==> config.mk <==
export PLATFORM = sky130hd
export DESIGN_NAME = uart_rx
export DESIGN_NICKNAME = d
export VERILOG_FILES = /design/src/rtl/uart_rx.sv
export SDC_FILE = /design/constraint.sdc
export NUM_CORES = 1
export LEC_CHECK = 0
export CAP_MARGIN = 40
export CORE_MARGIN = 2
export CORE_UTILIZATION = 42
export DETAILED_ROUTE_END_ITERATION = 12
export PLACE_DENSITY = 0.69
export SETUP_SLACK_MARGIN = 0.02
export SLEW_MARGIN = 20
export SYNTH_ARGS = -nofsm -noshare
export SYNTH_HDL_FRONTEND = slang
export SYNTH_SLANG_ARGS = --single-unit
==> constraint.sdc <==
create_clock -name clk_i -period 3.6 [get_ports clk_i]
set_input_delay 0.9 -clock clk_i [delete_from_list [all_inputs] [get_ports clk_i]]
set_output_delay 0.9 -clock clk_i [all_outputs]
set_load 0.1 [all_outputs]
==> src/rtl/uart_rx.sv <==
// 8N1 UART receiver, LSB first: synchronises rx_i, samples each bit at mid-period,
// checks the stop bit and hands each byte over on a valid/ready handshake.
module uart_rx #(
  parameter int CLK_PER_BIT = 10416,
  parameter int SYNC_STAGES = 2
) (
  input  logic       clk_i,
  input  logic       reset_i,
  input  logic       rx_i,
  output logic [7:0] rx_data_o,
  output logic       valid_o,
  input  logic       ready_i,
  output logic       frame_err_o,
  output logic       overrun_o
);

  localparam int CW = $clog2(CLK_PER_BIT);
  localparam logic [CW-1:0] LAST_CNT = CW'(CLK_PER_BIT - 1);
  localparam logic [CW-1:0] HALF_CNT = CW'(CLK_PER_BIT / 2 - 1);

  typedef enum logic [2:0] {
    S_IDLE,
    S_START,
    S_DATA,
    S_STOP,
    S_BREAK
  } state_t;

  state_t                 state;
  logic [SYNC_STAGES-1:0] sync_q;
  logic [CW-1:0]          cnt;
  logic [2:0]             idx;
  logic [7:0]             shreg;
  logic                   rxs;

  assign rxs = sync_q[SYNC_STAGES-1];

  // NOTE: reset is synchronous and active-high, so it lives inside the clocked
  // branch; the synchroniser resets to 1 so an idle line is not seen as a start bit.
  always_ff @(posedge clk_i) begin
    if (reset_i) begin
      state       <= S_IDLE;
      sync_q      <= '1;
      cnt         <= '0;
      idx         <= '0;
      shreg       <= '0;
      rx_data_o   <= '0;
      valid_o     <= 1'b0;
      frame_err_o <= 1'b0;
      overrun_o   <= 1'b0;
    end else begin
      sync_q      <= {sync_q[SYNC_STAGES-2:0], rx_i};
      frame_err_o <= 1'b0;
      overrun_o   <= 1'b0;

      // NOTE: non-blocking assignments make the later delivery below override this
      // clear, so an accept and a new byte in the same cycle keep valid_o high.
      if (valid_o && ready_i) valid_o <= 1'b0;

      unique case (state)
        S_IDLE: begin
          if (!rxs) begin
            state <= S_START;
            cnt   <= '0;
          end
        end

        S_START: begin
          if (cnt == HALF_CNT) begin
            cnt <= '0;
            if (!rxs) begin
              state <= S_DATA;
              idx   <= '0;
            end else begin
              state <= S_IDLE;
            end
          end else begin
            cnt <= cnt + 1'b1;
          end
        end

        S_DATA: begin
          if (cnt == LAST_CNT) begin
            cnt        <= '0;
            shreg[idx] <= rxs;
            if (idx == 3'd7) state <= S_STOP;
            else             idx   <= idx + 1'b1;
          end else begin
            cnt <= cnt + 1'b1;
          end
        end

        S_STOP: begin
          if (cnt == LAST_CNT) begin
            cnt <= '0;
            if (rxs) begin
              // Returning to IDLE at mid stop bit lets a back-to-back start edge be caught.
              state <= S_IDLE;
              if (!valid_o || ready_i) begin
                rx_data_o <= shreg;
                valid_o   <= 1'b1;
              end else begin
                overrun_o <= 1'b1;
              end
            end else begin
              frame_err_o <= 1'b1;
              state       <= S_BREAK;
            end
          end else begin
            cnt <= cnt + 1'b1;
          end
        end

        S_BREAK: begin
          if (rxs) state <= S_IDLE;
        end

        default: state <= S_IDLE;
      endcase
    end
  end

endmodule
==> flow_metrics.env <==
export IMPL_outcome="finished clean"
export IMPL_antenna_found_initial=0
export IMPL_wl_met3_um=143
export IMPL_ant_nets=0
export IMPL_initial_core_util_pct=44.0
export IMPL_multiInputGateArea_um2=1020
export IMPL_end_kind="register"
export IMPL_routed_top_layer="met4"
export IMPL_insertion_delay_ps=290
export IMPL_clkSlewWorstSetupHoldPaths_ps=80
export IMPL_rsz0062_at_grt="no"
export IMPL_maxCapViolCount=0
export IMPL_die_w_um=72.0
export IMPL_dpl_worst_slack_ps=915
export IMPL_synthSimpleGateAreaFrac_pct=29.7
export IMPL_fmax_mhz=421
export IMPL_grt_ovfl_total=0
export IMPL_syn_area_per_cell_um2=9.07
export IMPL_rows=24
export IMPL_finalSetupViolCount=0
export IMPL_drt_wl_total_mm=3.56
export IMPL_syn_nets=221
export IMPL_fin_util_pct=52.5
export IMPL_total_power_uw=852
export IMPL_crit_path_start_kind="input pin"
export IMPL_vias_per_cell=5.37
export IMPL_grt_max_degree=21
export IMPL_clockBufferDepth=2
export IMPL_grt_pass1_vias=1402
export IMPL_wl_met1_mm=1.78
export IMPL_maxSlewViolCount=0
export IMPL_tns_ps=0
export IMPL_ys_warn_count=0
export IMPL_crit_type="in -> reg"
export IMPL_vdd_drop_max_v=0.000245
export IMPL_synthesis_area_um2=1940
export IMPL_drtPass1Iterations=4
export IMPL_dpl_hpwl_mm=2.48
export IMPL_vias=1540
export IMPL_synth_fa_ha_area_share_pct=1.93
export IMPL_drive_gt1_share_pct=13.2
export IMPL_grt_pass1_wl_mm=6.25
export IMPL_cts_sink_count=41
export IMPL_drc=0
export IMPL_seq_area_um2=821
export IMPL_min_period_ps=2380
export IMPL_synth_compound_area_share_pct=12.3
export IMPL_numCtsBuffers=5
export IMPL_synthCells=214
export IMPL_critPathArrivalTime_ps=2580
export IMPL_yosysSeqAreaShare_pct=42.3
export IMPL_worst_pin_slew_ps=608
export IMPL_whs_path_depth=1
export IMPL_hold_viol=0
export IMPL_required_ps=3810
export IMPL_synth_xor_area_share_pct=3.61
export IMPL_tritoncts="yes"
export IMPL_layout_common_cells="dfxtp_1 (41), nor2_1 (20), nand3_1 (19)"
export IMPL_relSlewSlack_pct=59.4
export IMPL_final_common_cell="dfxtp_1"
export IMPL_power_density_nw_per_um2=368
export IMPL_cts_hold_buf=0
export IMPL_ios=15
export IMPL_drt_initial_drc_count=104
export IMPL_synth_mux_area_share_pct=5.22
export IMPL_cts_repair_resize_count=0
export IMPL_coreArea_um2=4410
export IMPL_hp_class="reg -> reg"
export IMPL_cp_max_fo=20
export IMPL_fin_ws_ps=1220
export IMPL_fillers=389
export IMPL_post_cts_setup_buffer_count=0
export IMPL_synth_seq_cells=41
export IMPL_io_buffers=14
export IMPL_synthDistinctLibCells=48
export IMPL_nets=242
export IMPL_r2r_cells=6
export IMPL_routabilityCongestion=0.818
export IMPL_drt_wirelength_per_cell_um=12.4
export IMPL_antennaDiodeCount=0
export IMPL_fin_worst_skew_ps=7.38
export IMPL_h_tree_depth=2
export IMPL_track_usage_pct=15.2
export IMPL_die_area_um2=5180
export IMPL_cts_root_buffer="clkbuf_8"
export IMPL_die_y_um=72.0
export IMPL_finalCritPeriodShare_pct=66.0
export IMPL_leakage_uw=0.000810
export IMPL_area_delta_synth_final_pct=19.4
export IMPL_wl_met2_mm=1.58
export IMPL_synth_top_family_by_area="simple AND/OR/NAND/NOR gates"
-- report_power, final --
group          leakage, µW  internal (µW)  switching [µW]  total, µW
Sequential        0.000331            456            4.48        460
Clock            0.0000540            201             153        354
Combinational     0.000425           14.7            22.2       36.9
Total             0.000810            672             179        852
-- state kept, by name, indices dropped and copies added (netlist names) --
signal       count
cnt             14
frame_err_o      1
idx              3
overrun_o        1
rx_data_o        8
shreg            8
state            3
sync_q           2
valid_o          1
-- critical path: stages --
cell and delay [ps]:
clkdlybuf4s50_1 390, buf_4 200, inv_1 470, nand2_1 330, o31ai_1 290
-- final timing paths --
check,startpoint,endpoint,slack [ps]
min,sync_q[0]$_SDFF_PP1_,sync_q[1]$_SDFF_PP1_,410
max,reset_i,shreg[4]$_SDFFE_PP0P_,1220
max reg2reg,cnt[0]$_SDFFE_PP0P_,state[1]$_SDFFE_PP0P_,1430
min reg2reg,sync_q[0]$_SDFF_PP1_,sync_q[1]$_SDFF_PP1_,410
-- synth_stat cells, drive strengths merged --
| library cell | count | area [µm²] |
|---|---|---|
| nor3b | 4 | 35.0 |
| or3b | 1 | 8.76 |
| xnor2 | 1 | 8.76 |
| nand2 | 18 | 67.6 |
| and4 | 2 | 22.5 |
| o21a | 1 | 7.51 |
| xor2 | 7 | 61.3 |
| o32ai | 1 | 27.5 |
| nand3b | 2 | 15.0 |
| a41oi | 1 | 8.76 |
| buf | 6 | 55.1 |
| nor2 | 20 | 75.1 |
| a31oi | 2 | 12.5 |
| mux2i | 9 | 90.1 |
| mux2 | 1 | 11.3 |
| and2 | 2 | 13.8 |
| or2b | 1 | 7.51 |
| or3 | 2 | 12.5 |
| o21bai | 1 | 18.8 |
| nor3 | 13 | 70.1 |
| inv | 2 | 7.51 |
| and3 | 1 | 6.26 |
| o31ai | 1 | 7.51 |
| o21ai | 13 | 68.8 |
| a22oi | 3 | 22.5 |
| or2 | 3 | 18.8 |
| nor2b | 3 | 18.8 |
| dfxtp | 41 | 821 |
| ha | 3 | 37.5 |
| nor4bb | 1 | 10.0 |
| a21o | 1 | 8.76 |
| a21oi | 8 | 40.0 |
| nand4 | 5 | 37.5 |
| clkbuf | 5 | 32.5 |
| nand3 | 19 | 95.1 |
| and4bb | 2 | 25.0 |
| a31o | 1 | 8.76 |
| nand2b | 6 | 37.5 |
| o211ai | 1 | 7.51 |
-- logic make-up after synthesis --
kind of cell | after synthesis
and+or+nand+nor | 105
DFF | 41
AOI/OAI and AO/OA | 34
buffers and inverters | 13
muxes | 10
xor gates and xnor gates | 8
adders and majority gates | 3
-- cell type report --
class / instances / area share, %
Sequential cell: 41 / 35.4
Clock buffer: 5 / 2.97
Timing Repair Buffer: 25 / 12.7
Clock inverter: 2 / 1.51
Multi-Input combinational cell: 160 / 44.2
Inverter: 2 / 0.324
Tap cell: 52 / 2.81
-- per-layer routing --
layer / up-vias / track usage (%)
li1: 803 / -
met1: 707 / 20.3
met2: 25 / 23.1
met3: 5 / 5.00
met4: 0 / 5.66
met5: - / 0
-- through the flow --
step / std cells / area (µm²) / hold slack, ps
2_1_floorplan: 214 / 1940 / 389
3_3_place_gp: 270 / 2060 / 399
3_5_place_dp: 280 / 2210 / 399
4_1_cts: 287 / 2320 / 421
5_1_grt: 287 / 2320 / 436
6_report: 287 / 2320 / 415
No activity file was read; power rests on OpenSTA's default activity.
